`src/rtl/matmul_nxn_seq.sv`:
```
// matmul_nxn_seq
// ----------------------------------------------------------------------------
// Sequential N x N matrix multiplier, C = A x B, one multiply-accumulate per
// cycle. Jobs run back to back: LOAD -> COMPUTE -> OUTPUT -> LOAD.
//
// Parameters:
//   N      matrix dimension (2..4)
//   W      operand element width
//   ACC_W  result element width, derived as 2*W + $clog2(N); do not override
//
// Ports:
//   clk        clock, rising edge
//   rst        synchronous active-high reset
//   in_data    operand element (A row-major, then B row-major)
//   in_valid   in_data valid
//   in_ready   element accepted this cycle (high only in LOAD)
//   out_data   result element, C row-major (registered)
//   out_valid  out_data valid
//   out_ready  downstream accepts the result this cycle
//   busy       high in COMPUTE and OUTPUT
//   done       one-cycle pulse after the last result is accepted
//
// Handshakes: a transfer happens on a rising edge where valid && ready are
// both high. A producer holds its data and valid stable until the transfer;
// ready never depends on valid.
//
// Build option: define MATMUL_SIGNED_EN for two's-complement operands and a
// sign-extended result. Without it operands and results are unsigned.
// ----------------------------------------------------------------------------
module matmul_nxn_seq #(
  parameter int N     = 3,
  parameter int W     = 8,
  parameter int ACC_W = 2*W + $clog2(N)
) (
  input  logic             clk,
  input  logic             rst,
  input  logic [W-1:0]     in_data,
  input  logic             in_valid,
  output logic             in_ready,
  output logic [ACC_W-1:0] out_data,
  output logic             out_valid,
  input  logic             out_ready,
  output logic             busy,
  output logic             done
);

  localparam int NN    = N * N;
  localparam int CW    = $clog2(N);
  localparam int IDX_W = $clog2(NN);
  localparam int LW    = $clog2(2 * NN);

  typedef enum logic [1:0] {
    LOAD    = 2'd0,
    COMPUTE = 2'd1,
    OUTPUT  = 2'd2
  } state_t;

  // state is kept as a plain named register so checkers can bind to it
  state_t state;
  state_t state_next;

  logic [W-1:0]     a_mem [NN];
  logic [W-1:0]     b_mem [NN];
  logic [ACC_W-1:0] c_mem [NN];

  logic [LW-1:0]    load_cnt;
  logic [CW-1:0]    i_cnt;
  logic [CW-1:0]    j_cnt;
  logic [CW-1:0]    k_cnt;
  logic [IDX_W-1:0] out_cnt;

  logic in_fire;
  logic out_fire;
  logic load_last;
  logic mac_last;
  logic out_last;

  logic [IDX_W-1:0] a_idx;
  logic [IDX_W-1:0] b_idx;
  logic [IDX_W-1:0] c_idx;
  logic [2*W-1:0]   a_ext;
  logic [2*W-1:0]   b_ext;
  logic [2*W-1:0]   prod;
  logic [ACC_W-1:0] prod_ext;

  // Status outputs depend on state alone
  assign in_ready = (state == LOAD);
  assign busy     = (state != LOAD);

  assign in_fire   = in_valid && in_ready;
  assign out_fire  = out_valid && out_ready;
  assign load_last = (load_cnt == LW'(2 * NN - 1));
  assign mac_last  = (i_cnt == CW'(N - 1)) && (j_cnt == CW'(N - 1)) &&
                     (k_cnt == CW'(N - 1));
  assign out_last  = (out_cnt == IDX_W'(NN - 1));

  // MAC operand addressing and product
  always_comb begin
    a_idx = IDX_W'(int'(i_cnt) * N + int'(k_cnt));
    b_idx = IDX_W'(int'(k_cnt) * N + int'(j_cnt));
    c_idx = IDX_W'(int'(i_cnt) * N + int'(j_cnt));
`ifdef MATMUL_SIGNED_EN
    a_ext    = {{W{a_mem[a_idx][W-1]}}, a_mem[a_idx]};
    b_ext    = {{W{b_mem[b_idx][W-1]}}, b_mem[b_idx]};
    prod     = a_ext * b_ext;
    prod_ext = {{(ACC_W - 2*W){prod[2*W-1]}}, prod};
`else
    a_ext    = {{W{1'b0}}, a_mem[a_idx]};
    b_ext    = {{W{1'b0}}, b_mem[b_idx]};
    prod     = a_ext * b_ext;
    prod_ext = {{(ACC_W - 2*W){1'b0}}, prod};
`endif
  end

  // FSM state register
  always_ff @(posedge clk) begin
    if (rst) state <= LOAD;
    else     state <= state_next;
  end

  // FSM next-state logic
  always_comb begin
    state_next = state;
    case (state)
      LOAD:    if (in_fire && load_last)  state_next = COMPUTE;
      COMPUTE: if (mac_last)              state_next = OUTPUT;
      OUTPUT:  if (out_fire && out_last)  state_next = LOAD;
      default:                            state_next = LOAD;
    endcase
  end

  // Operand and result storage; contents are simply overwritten per job
  always_ff @(posedge clk) begin
    if (!rst) begin
      if (state == LOAD && in_fire) begin
        if (load_cnt < LW'(NN)) a_mem[IDX_W'(load_cnt)] <= in_data;
        else                    b_mem[IDX_W'(load_cnt - LW'(NN))] <= in_data;
      end
      if (state == COMPUTE) begin
        // k == 0 loads the first product so no separate clear is needed
        if (k_cnt == '0) c_mem[c_idx] <= prod_ext;
        else             c_mem[c_idx] <= c_mem[c_idx] + prod_ext;
      end
    end
  end

  // Counters and registered output stream
  always_ff @(posedge clk) begin
    if (rst) begin
      load_cnt  <= '0;
      i_cnt     <= '0;
      j_cnt     <= '0;
      k_cnt     <= '0;
      out_cnt   <= '0;
      out_data  <= '0;
      out_valid <= 1'b0;
      done      <= 1'b0;
    end else begin
      done <= 1'b0;
      case (state)
        LOAD: begin
          if (in_fire) begin
            if (load_last) load_cnt <= '0;
            else           load_cnt <= load_cnt + LW'(1);
          end
        end
        COMPUTE: begin
          if (k_cnt == CW'(N - 1)) begin
            k_cnt <= '0;
            if (j_cnt == CW'(N - 1)) begin
              j_cnt <= '0;
              if (i_cnt == CW'(N - 1)) i_cnt <= '0;
              else                     i_cnt <= i_cnt + CW'(1);
            end else begin
              j_cnt <= j_cnt + CW'(1);
            end
          end else begin
            k_cnt <= k_cnt + CW'(1);
          end
          // C[0][0] was finished long before the final MAC, so the first
          // result can be registered on the same edge as the last MAC
          if (mac_last) begin
            out_valid <= 1'b1;
            out_data  <= c_mem[0];
            out_cnt   <= '0;
          end
        end
        OUTPUT: begin
          if (out_fire) begin
            if (out_last) begin
              out_valid <= 1'b0;
              out_data  <= '0;
              out_cnt   <= '0;
              done      <= 1'b1;
            end else begin
              out_cnt  <= out_cnt + IDX_W'(1);
              out_data <= c_mem[out_cnt + IDX_W'(1)];
            end
          end
        end
        default: ;
      endcase
    end
  end

endmodule

```
`config.mk`:
```
export PLATFORM = sky130hd
export DESIGN_NAME = matmul_nxn_seq
export DESIGN_NICKNAME = d
export VERILOG_FILES = /design/src/rtl/matmul_nxn_seq.sv
export SDC_FILE = /design/constraint.sdc
export NUM_CORES = 1
export LEC_CHECK = 0
export CAP_MARGIN = 15
export CORE_UTILIZATION = 60
export DETAILED_ROUTE_END_ITERATION = 7
export GPL_ROUTABILITY_DRIVEN = 0
export PLACE_DENSITY_LB_ADDON = 0.3
export SLEW_MARGIN = 20
export SYNTH_ARGS = -nofsm -noshare
export SYNTH_HDL_FRONTEND = slang
export SYNTH_SLANG_ARGS = --single-unit
```
`constraint.sdc`:
```
create_clock -name clk -period 22.2 [get_ports clk]
set_clock_uncertainty 0.1 [all_clocks]
set_input_delay 3.33 -clock clk [delete_from_list [all_inputs] [get_ports clk]]
set_output_delay 3.33 -clock clk [all_outputs]
set_load 0.01 [all_outputs]
```
==> results of run 1 <==
-- critical path, delay by kind of cell, from the launching register on --
kind / cells / cell delay [ns]
compound gates: 5 / 1.34
fa+ha+maj: 8 / 4.14
flops: 1 / 0.47
mux: 2 / 0.64
xor+xnor: 3 / 0.97
buf+inv: 4 / 0.33
simple gates: 6 / 1.00
-- power by group through the flow --
stage / combinational, mW / clock [mW] / sequential (mW)
after floorplan: 0.158 / 0 / 0.750
after global placement: 0.206 / 0 / 0.751
after detailed placement: 0.212 / 0 / 0.752
after CTS: 0.214 / 0.567 / 0.738
after global routing: 0.241 / 0.590 / 0.738
final: 0.217 / 0.564 / 0.738
-- layout make-up --
cell class,instances,area [um2],share of cell area
Clock buffer,45,987,0.0499
Clock inverter,21,123,0.00620
Inverter,71,267,0.0135
Multi-Input combinational cell,781,7490,0.379
Sequential cell,343,9930,0.502
Tap cell,384,480,0.0243
Timing Repair Buffer,54,488,0.0247
-- cells in the mapped netlist (all sizes together) (5+ instances only) --
library cell / instances
o21bai: 8
fa: 41
nor3: 17
buf: 25
nor2: 115
o21ai: 34
nor2b: 5
dfxtp: 37
and2: 11
a21o: 11
xnor2: 19
mux4: 104
xor2: 21
edfxtp: 306
inv: 71
or2: 16
a31oi: 17
a211oi: 6
nand3: 24
ha: 75
a21oi: 47
and3: 7
nand2: 90
clkbuf: 33
o211ai: 17
mux2i: 55
-- routing by layer --
layer / vias up / share of wire / track usage
li1: 4793 / - / -
met3: 79 / 0.092 / 0.0468
met4: 0 / 0.022 / 0.0819
met2: 577 / 0.49 / 0.459
met1: 5486 / 0.40 / 0.386
met5: - / 0 / 0
-- flip-flops by register name, indices dropped and copies added, names as in the netlist --
signal     cells
b_mem         72
state          2
out_valid      1
out_data      18
k_cnt          2
c_mem        162
done           1
i_cnt          2
a_mem         72
out_cnt        4
j_cnt          2
load_cnt       5
-- per-stage QoR --
step,worst slack [ns],instances
after floorplan,14.26,1253
after global placement,13.31,1633
after detailed placement,13.07,1633
after CTS,12.95,1699
after global routing,12.35,1699
final,12.91,1699
-- cells by family (layout without fill, tap and decap cells) --
logic type                 count (synthesis)  after routing
xor gates and xnor gates                  40             40
buffers and inverters                    129            191
adders and majority gates                116            116
AOI/OAI and AO/OA                        156            156
muxes                                    162            162
and+or+nand+nor                          307            307
DFF                                      343            343
-- worst paths after layout --
| check | from | slack, ns | endpoint | cells past startpoint |
|---|---|---|---|---|
| setup / recovery | i_cnt[0] | 12.91 | c_mem[8][13] | 28 |
| hold / removal | out_data[8] | 0.39 | out_data[8] | 2 |
| setup reg to reg | i_cnt[0] | 12.91 | c_mem[8][13] | 28 |
| hold reg to reg | out_data[8] | 0.39 | out_data[8] | 2 |
==> results.md, run 1 <==
- Outcome: complete, no violations
- Synth area leader: edfxtp_1
- Max_cap viols: 0
- Routed via count: 10900
- Largest cells by area after synthesis: edfxtp_1, mux4_2, ha_1
- Largest net degree at the start of global routing: 43
- Post-layout nets: 1415
- Longest Clk Path Bufs: 3
- Syn_nets: 1381
- Yosys top cell area share: 0.515
- Crit path required time: 22.32 ns
- Yosys cell types: 53
- Post-synth EDFFs: 306
- Routed len/inst: 24.0 um
- Die extent in y: 175 um
- I/O pin count: 34
- Grt total ovfl: 0
- Largest stage delay on the critical path: 1.04 ns
- Initial antenna violation count: 0
- Rows: 62
- Root Driver: clkbuf_16
- Fin area: 19800 um2
- Clk sinks: 343
- 1st-iter DRT viols: 1216
- Hold WC Path Type: register to register
- Dpl hpwl: 26500 um
- Worst setup path class: register to register
- CP dominant cell by count: fa_1
- Sw Ratio: 0.253
- Fmax: 108 MHz
- Routed vias/inst: 6.44
- Most frequent cells in the layout: edfxtp_1, nor2_1, mux4_2
- Worst-path clk slew: 0.06 ns
- Global-route wire length before repair: 64300 um
- Max VDD drop: 0.0725 mV
- Hold slack: 0.394 ns
- Top_reg_cell synth: edfxtp_1
- Die ar.: 30500 um2
- Port bufs: 33
- Fin. max-slew vios: 0
- Post-synthesis adder-cell area fraction: 0.0985
- Worst Path Max Fanout: 16
- Commonest non-fill, non-tap cell in the layout: edfxtp_1
- Synth Warn #: 0
- Crit path max-delay cell type: fa_1
- Register area share after synthesis: 0.556
- Largest family of logic cells by synthesized area: multiplexers
- Worst-Margin Slew: 1.16 ns
- Worst skew pair latency: 0.52 ns
- # H-tree levels: 2
- Die Wd: 175 um
- ANT cells: 0
- Final Hold Violating Endpoints: 0
- Synth Area in Compound Gates: 0.0549
- Post-synthesis simple-gate area fraction: 0.0771
- Syn_area_per_cell: 14.3 um2
- Remaining DRCs: 0
- Placed cell areas: 18700 um2
- Proportion of synthesized area in mux cells: 0.165
- FILL cells: 2001
- GRT Total Usage: 0.279
- Post-Syn Area: 17900 um2
- Total CTS buffers: 36
- Sw Pwr: 0.384 mW
- Clock network fraction of total power: 0.371
- Synth Instances: 1253
- RSZ-0062 raised after global routing: no
- Final Routed Wirelength: 40900 um
- Max-slew headroom: 0.216
- FFs w/ async S/R, synth: 0
- Antenna Violating Nets Remaining: 0
- Critical Path AT: 9.41 ns
- CTS tree: built
- Final min period: 9.29 ns
- CP endpoint kind: register
- Setup TNS: 0 ns
- CP Launch Type: register
- Post-Synth XOR/XNOR Area: 0.0200
- Vias in the first global route: 11400
- Gate power share: 0.143
- Finish-stage setup viols: 0
- Hold_buf cts: 0
- Share of power burned in registers: 0.486
- Initial core utilization: 0.616
- Leak Pwr: 7.13 nW
- Post-cts sizing count: 0
- Core region area: 29000 um2
- Pwr Density: 76.8 nW/um2
- Fin crit share: 0.419
- Int Power: 1.13 mW
- Share of layout cells above drive strength 1: 0.167
- Layout Area Growth over Synthesis: 10.7%
- Pwr Total: 1.52 mW
- Final core utilization: 0.681
- Number of synthesized register bits: 343
- # Post-CTS Setup Buffers: 0
- Pre-antenna DRT Iters: 5
Power figures use the tool's default switching activity.
==> run 2: changes to the inputs <==
--- a/config.mk
+++ b/config.mk
@@ -6,7 +6,7 @@
 export NUM_CORES = 1
 export LEC_CHECK = 0
 export CAP_MARGIN = 15
-export CORE_UTILIZATION = 60
+export CORE_UTILIZATION = 57
 export DETAILED_ROUTE_END_ITERATION = 7
 export GPL_ROUTABILITY_DRIVEN = 0
 export PLACE_DENSITY_LB_ADDON = 0.3
==> constraint.sdc (replaced) <==
create_clock -name clk -period 7.91 [get_ports clk]
set_clock_uncertainty 0.1 [all_clocks]
set_input_delay 1.1865 -clock clk [delete_from_list [all_inputs] [get_ports clk]]
set_output_delay 1.1865 -clock clk [all_outputs]
set_load 0.01 [all_outputs]
==> results.md, run 2 (synthesis gave the netlist of run 1 again) <==
- Fin crit share: 0.991
- Gate power share: 0.178
- Top Registers: c_mem x162, a_mem x72, b_mem x72
- Clock network fraction of total power: 0.364
- Largest net degree at the start of global routing: 41
- CP dominant cell by count: fa_1
- Total CTS buffers: 36
- Worst skew pair latency: 0.52 ns
- Remaining DRCs: 0
- Max VDD drop: 0.192 mV
- Area occupied by multi-input gates: 7860 um2
- Crit path max-delay cell type: fa_2
- Setup TNS: 0 ns
- Finish-stage setup viols: 0
- Commonest non-fill, non-tap cell in the layout: edfxtp_1
- Final min period: 7.84 ns
- Worst-Margin Slew: 1.08 ns
- CP Buf/Inv Count: 11
- Max reg flops: 162
- Int Power: 3.38 mW
- Share of layout cells above drive strength 1: 0.244
- GRT Total Usage: 0.269
- Clk sinks: 343
- Fin. max-slew vios: 0
- Core region area: 30700 um2
- Grt total ovfl: 0
- Outcome: complete, no violations
- Post-layout nets: 1482
- Placed cell areas: 19100 um2
- Final Hold Violating Endpoints: 0
- Global-route wire length before repair: 63700 um
- Initial core utilization: 0.582
- Most frequent cells in the layout: edfxtp_1, nor2_1, mux4_2
- Max-slew headroom: 0.274
- Reg2Reg Depth: 35
- Pwr Density: 218 nW/um2
- Crit path required time: 8.07 ns
- Vias in the first global route: 11200
- Hold WC Path Type: register to register
- Routed via count: 11300
- Sw Pwr: 1.15 mW
- Fmax: 128 MHz
- Max_cap viols: 0
- Die Wd: 179 um
- Largest stage delay on the critical path: 0.59 ns
- 1st-iter DRT viols: 1253
- RSZ-0062 raised after global routing: yes
- Antenna Violating Nets Remaining: 0
- CP endpoint kind: register
- Fin area: 20800 um2
- Sequential cell area: 9940 um2
- Longest Clk Path Bufs: 3
- Worst-path clk slew: 0.06 ns
- Layout Area Growth over Synthesis: 16.4%
- Final Routed Wirelength: 42300 um
- Worst setup path class: register to register
- Sw Ratio: 0.253
- FILL cells: 2012
- Top reg by flops: c_mem
- CP Launch Type: register
- I/O pin count: 34
- Hold slack: 0.380 ns
- Pre-antenna DRT Iters: 7
- Root Driver: clkbuf_16
- Dpl hpwl: 26900 um
- Routed len/inst: 23.8 um
- Routed vias/inst: 6.34
- # H-tree levels: 2
- Hold_buf cts: 0
- Crit-path leading delay family: adder cells
- Port bufs: 33
- Leak Pwr: 7.56 nW
- Crit. path cell count: 35
- Worst Path Max Fanout: 8
- Die ar.: 32000 um2
- Rows: 64
- Critical Path AT: 8.00 ns
- Share of power burned in registers: 0.458
- CTS tree: built
- Die extent in y: 179 um
- ANT cells: 0
- Initial antenna violation count: 0
- Worst Hold Path Cells: 2
-- run 2: worst reg2reg max path, delay by kind of cell (launching register included) --
family	cells	cell delay, ns
simple gates	5	0.41
flops	1	0.34
compound gates	7	1.02
xor+xnor	2	0.50
fa+ha+maj	9	3.78
buf+inv	11	1.24
mux	1	0.20
-- run 2: repair_timing --
item                                   CTS  global route
endpoints found under the hold margin    0             0
resized for setup                        7            68
cloned                                   0             3
pin swaps                                0            31
buffers inserted                         0            13
setup endpoints to repair               45            81
-- run 2: final timing paths --
| path | startpoint | endpoint | slack, ns |
|---|---|---|---|
| setup reg to reg | j_cnt[1] | c_mem[1][15] | 0.07 |
| hold / removal | out_data[8] | out_data[8] | 0.38 |
| hold reg to reg | out_data[8] | out_data[8] | 0.38 |
| setup / recovery | j_cnt[1] | c_mem[1][15] | 0.07 |
-- run 2: final cells by class --
class,count,area share
multi-input combinational,782,0.378
tap,396,0.0238
inverter,71,0.0128
sequential,343,0.478
clock buffer,54,0.0490
timing repair buffer,120,0.0518
clock inverter,11,0.00644
-- run 2: power groups by stage --
| stage | Sequential [mW] | Clock [mW] | Combinational [mW] |
|---|---|---|---|
| 3_3_place_gp | 2.11 | 0 | 0.625 |
| 5_1_grt | 2.07 | 1.73 | 0.882 |
| 6_report | 2.07 | 1.65 | 0.806 |
| 4_1_cts | 2.07 | 1.66 | 0.657 |
| 2_1_floorplan | 2.11 | 0 | 0.445 |
| 3_5_place_dp | 2.11 | 0 | 0.644 |
-- run 2: routing by layer --
layer / vias up / routed length, um / global-route usage
li1: 4919 / - / -
met1: 5737 / 17100 / 0.371
met4: 0 / 1030 / 0.0847
met5: - / 0 / 0
met3: 82 / 3480 / 0.0462
met2: 526 / 20700 / 0.439
-- run 2: metrics by stage --
step	instances	utilization	total power, mW	setup WS (ns)
2_1_floorplan	1253	-	2.55	0.00119
3_3_place_gp	1696	0.624	2.73	0.0194
3_5_place_dp	1696	0.624	2.75	-0.159
4_1_cts	1761	0.663	4.39	0.0308
5_1_grt	1777	0.678	4.68	-0.245
6_report	1777	0.678	4.52	0.0709
==> run 3: changes to the inputs <==
--- a/config.mk
+++ b/config.mk
@@ -10,6 +10,7 @@
 export DETAILED_ROUTE_END_ITERATION = 7
 export GPL_ROUTABILITY_DRIVEN = 0
 export PLACE_DENSITY_LB_ADDON = 0.3
+export SKIP_CTS_REPAIR_TIMING = 1
 export SLEW_MARGIN = 20
 export SYNTH_ARGS = -nofsm -noshare
 export SYNTH_HDL_FRONTEND = slang
==> results.md, run 3 (synthesis gave the netlist of run 1 again) <==
- Final Hold Violating Endpoints: 0
- Worst Hold Path Cells: 2
- Pwr Density: 218 nW/um2
- Die ar.: 32000 um2
- Grt total ovfl: 0
- Pre-antenna DRT Iters: 6
- Root Driver: clkbuf_16
- CP Launch Type: register
- Fmax: 128 MHz
- Reg2Reg Depth: 35
- Sequential cell area: 9940 um2
- Top reg by flops: c_mem
- Crit path max-delay cell type: fa_2
- Longest Clk Path Bufs: 3
- Share of layout cells above drive strength 1: 0.243
- Final Worst Setup Slack: 0.105 ns
- ANT cells: 0
- Largest net degree at the start of global routing: 41
- Worst setup path class: register to register
- Outcome: complete, no violations
- Remaining DRCs: 0
- HP Start: out_data[8]
- CP dominant cell by count: fa_1
- Worst skew pair latency: 0.52 ns
- Post-layout nets: 1482
- Fin crit share: 0.987
- Max reg flops: 162
- Area occupied by multi-input gates: 7850 um2
- Critical Path AT: 7.97 ns
- Clk sinks: 343
- Most frequent cells in the layout: edfxtp_1, nor2_1, mux4_2
- Total CTS buffers: 36
- Max-slew headroom: 0.299
- RR Startpoint: j_cnt[1]
- Max VDD drop: 0.193 mV
- Pwr Total: 4.53 mW
- Die Wd: 179 um
- RSZ-0062 raised after global routing: yes
- Routed len/inst: 23.8 um
- Dpl hpwl: 26900 um
- GRT Total Usage: 0.269
- Routed via count: 11200
- Max_cap viols: 0
- I/O pin count: 34
- # H-tree levels: 2
- Hold WC Path Type: register to register
- Crit path required time: 8.07 ns
- Port bufs: 33
- Rows: 64
- Final min period: 7.81 ns
- Worst-Margin Slew: 1.04 ns
- CTS tree: built
- Antenna Violating Nets Remaining: 0
- 1st-iter DRT viols: 1105
- Largest stage delay on the critical path: 0.59 ns
- Die extent in y: 179 um
- Top Registers: c_mem x162, a_mem x72, b_mem x72
- Initial antenna violation count: 0
- Vias in the first global route: 11200
- Global-route wire length before repair: 63700 um
- Worst Path Max Fanout: 8
- Routed vias/inst: 6.32
- Core region area: 30700 um2
- Leak Pwr: 7.56 nW
- R2R Path End: c_mem[2][15]
- Reg2Reg Setup Slack: 0.10 ns
- Finish-stage setup viols: 0
- Commonest non-fill, non-tap cell in the layout: edfxtp_1
- Pre-CTS WS: -0.159 ns
- Final Routed Wirelength: 42300 um
- Initial core utilization: 0.582
- Worst-path clk slew: 0.06 ns
- Layout Area Growth over Synthesis: 16.3%
- Hold path endpoint: out_data[8]
- CP endpoint kind: register
- Fin. max-slew vios: 0
- Setup TNS: 0 ns
- FILL cells: 2008
-- run 3: cell counts in the layout (fill, tap and decap cells not counted) --
No cell type changed its count.
-- run 3: cell type report --
cell class              instances  area share
clock buffers                  54      0.0490
multi-input cells             782       0.378
flip-flops and latches        343       0.478
repair buffers                120      0.0518
well taps                     396      0.0238
inverters                      71      0.0128
clock inverters                11     0.00644
-- run 3: metrics by stage --
stage / hold slack, ns / utilization / instance area, um2 / cells
after floorplan: 0.362 / - / 17900 / 1253
after global placement: 0.365 / 0.624 / 19100 / 1696
after detailed placement: 0.380 / 0.624 / 19100 / 1696
after CTS: 0.387 / 0.661 / 20300 / 1761
after global routing: 0.406 / 0.677 / 20800 / 1777
final: 0.381 / 0.677 / 20800 / 1777
-- run 3: worst max-delay path by stage --
stage,from,to,slack [ns],depth (start not counted)
2_1_floorplan,j_cnt[1],c_mem[0][14],0.001,32
3_3_place_gp,j_cnt[1],c_mem[5][13],0.02,32
3_5_place_dp,j_cnt[1],c_mem[0][13],-0.16,35
4_1_cts,i_cnt[0],c_mem[0][13],-0.25,33
5_1_grt,j_cnt[1],c_mem[2][15],-0.21,35
6_report,j_cnt[1],c_mem[2][15],0.10,35
-- run 3: worst max-delay path, delay by kind of cell, from the launching register on --
family	cells	cell delay, ns
adder cells (fa/ha/maj)	9	3.78
buffers and inverters	11	1.24
AO/OA/AOI/OAI	7	1.02
XOR/XNOR	2	0.45
AND/OR/NAND/NOR	5	0.42
flip-flops	1	0.34
multiplexers	1	0.19
-- run 3: power breakdown --
part           leakage [nW]  switching [mW]  internal, mW
logic                  3.94           0.467         0.348
clock network         0.557           0.681         0.964
registers              3.06         0.00411          2.07
total                  7.56            1.15          3.38
-- run 3: metal layers --
metal	vias to the layer above	track usage	part of all wire
li1	4916	-	-
met1	5708	0.373	0.40
met2	525	0.437	0.49
met3	77	0.0469	0.086
met4	0	0.0826	0.023
met5	-	0	0
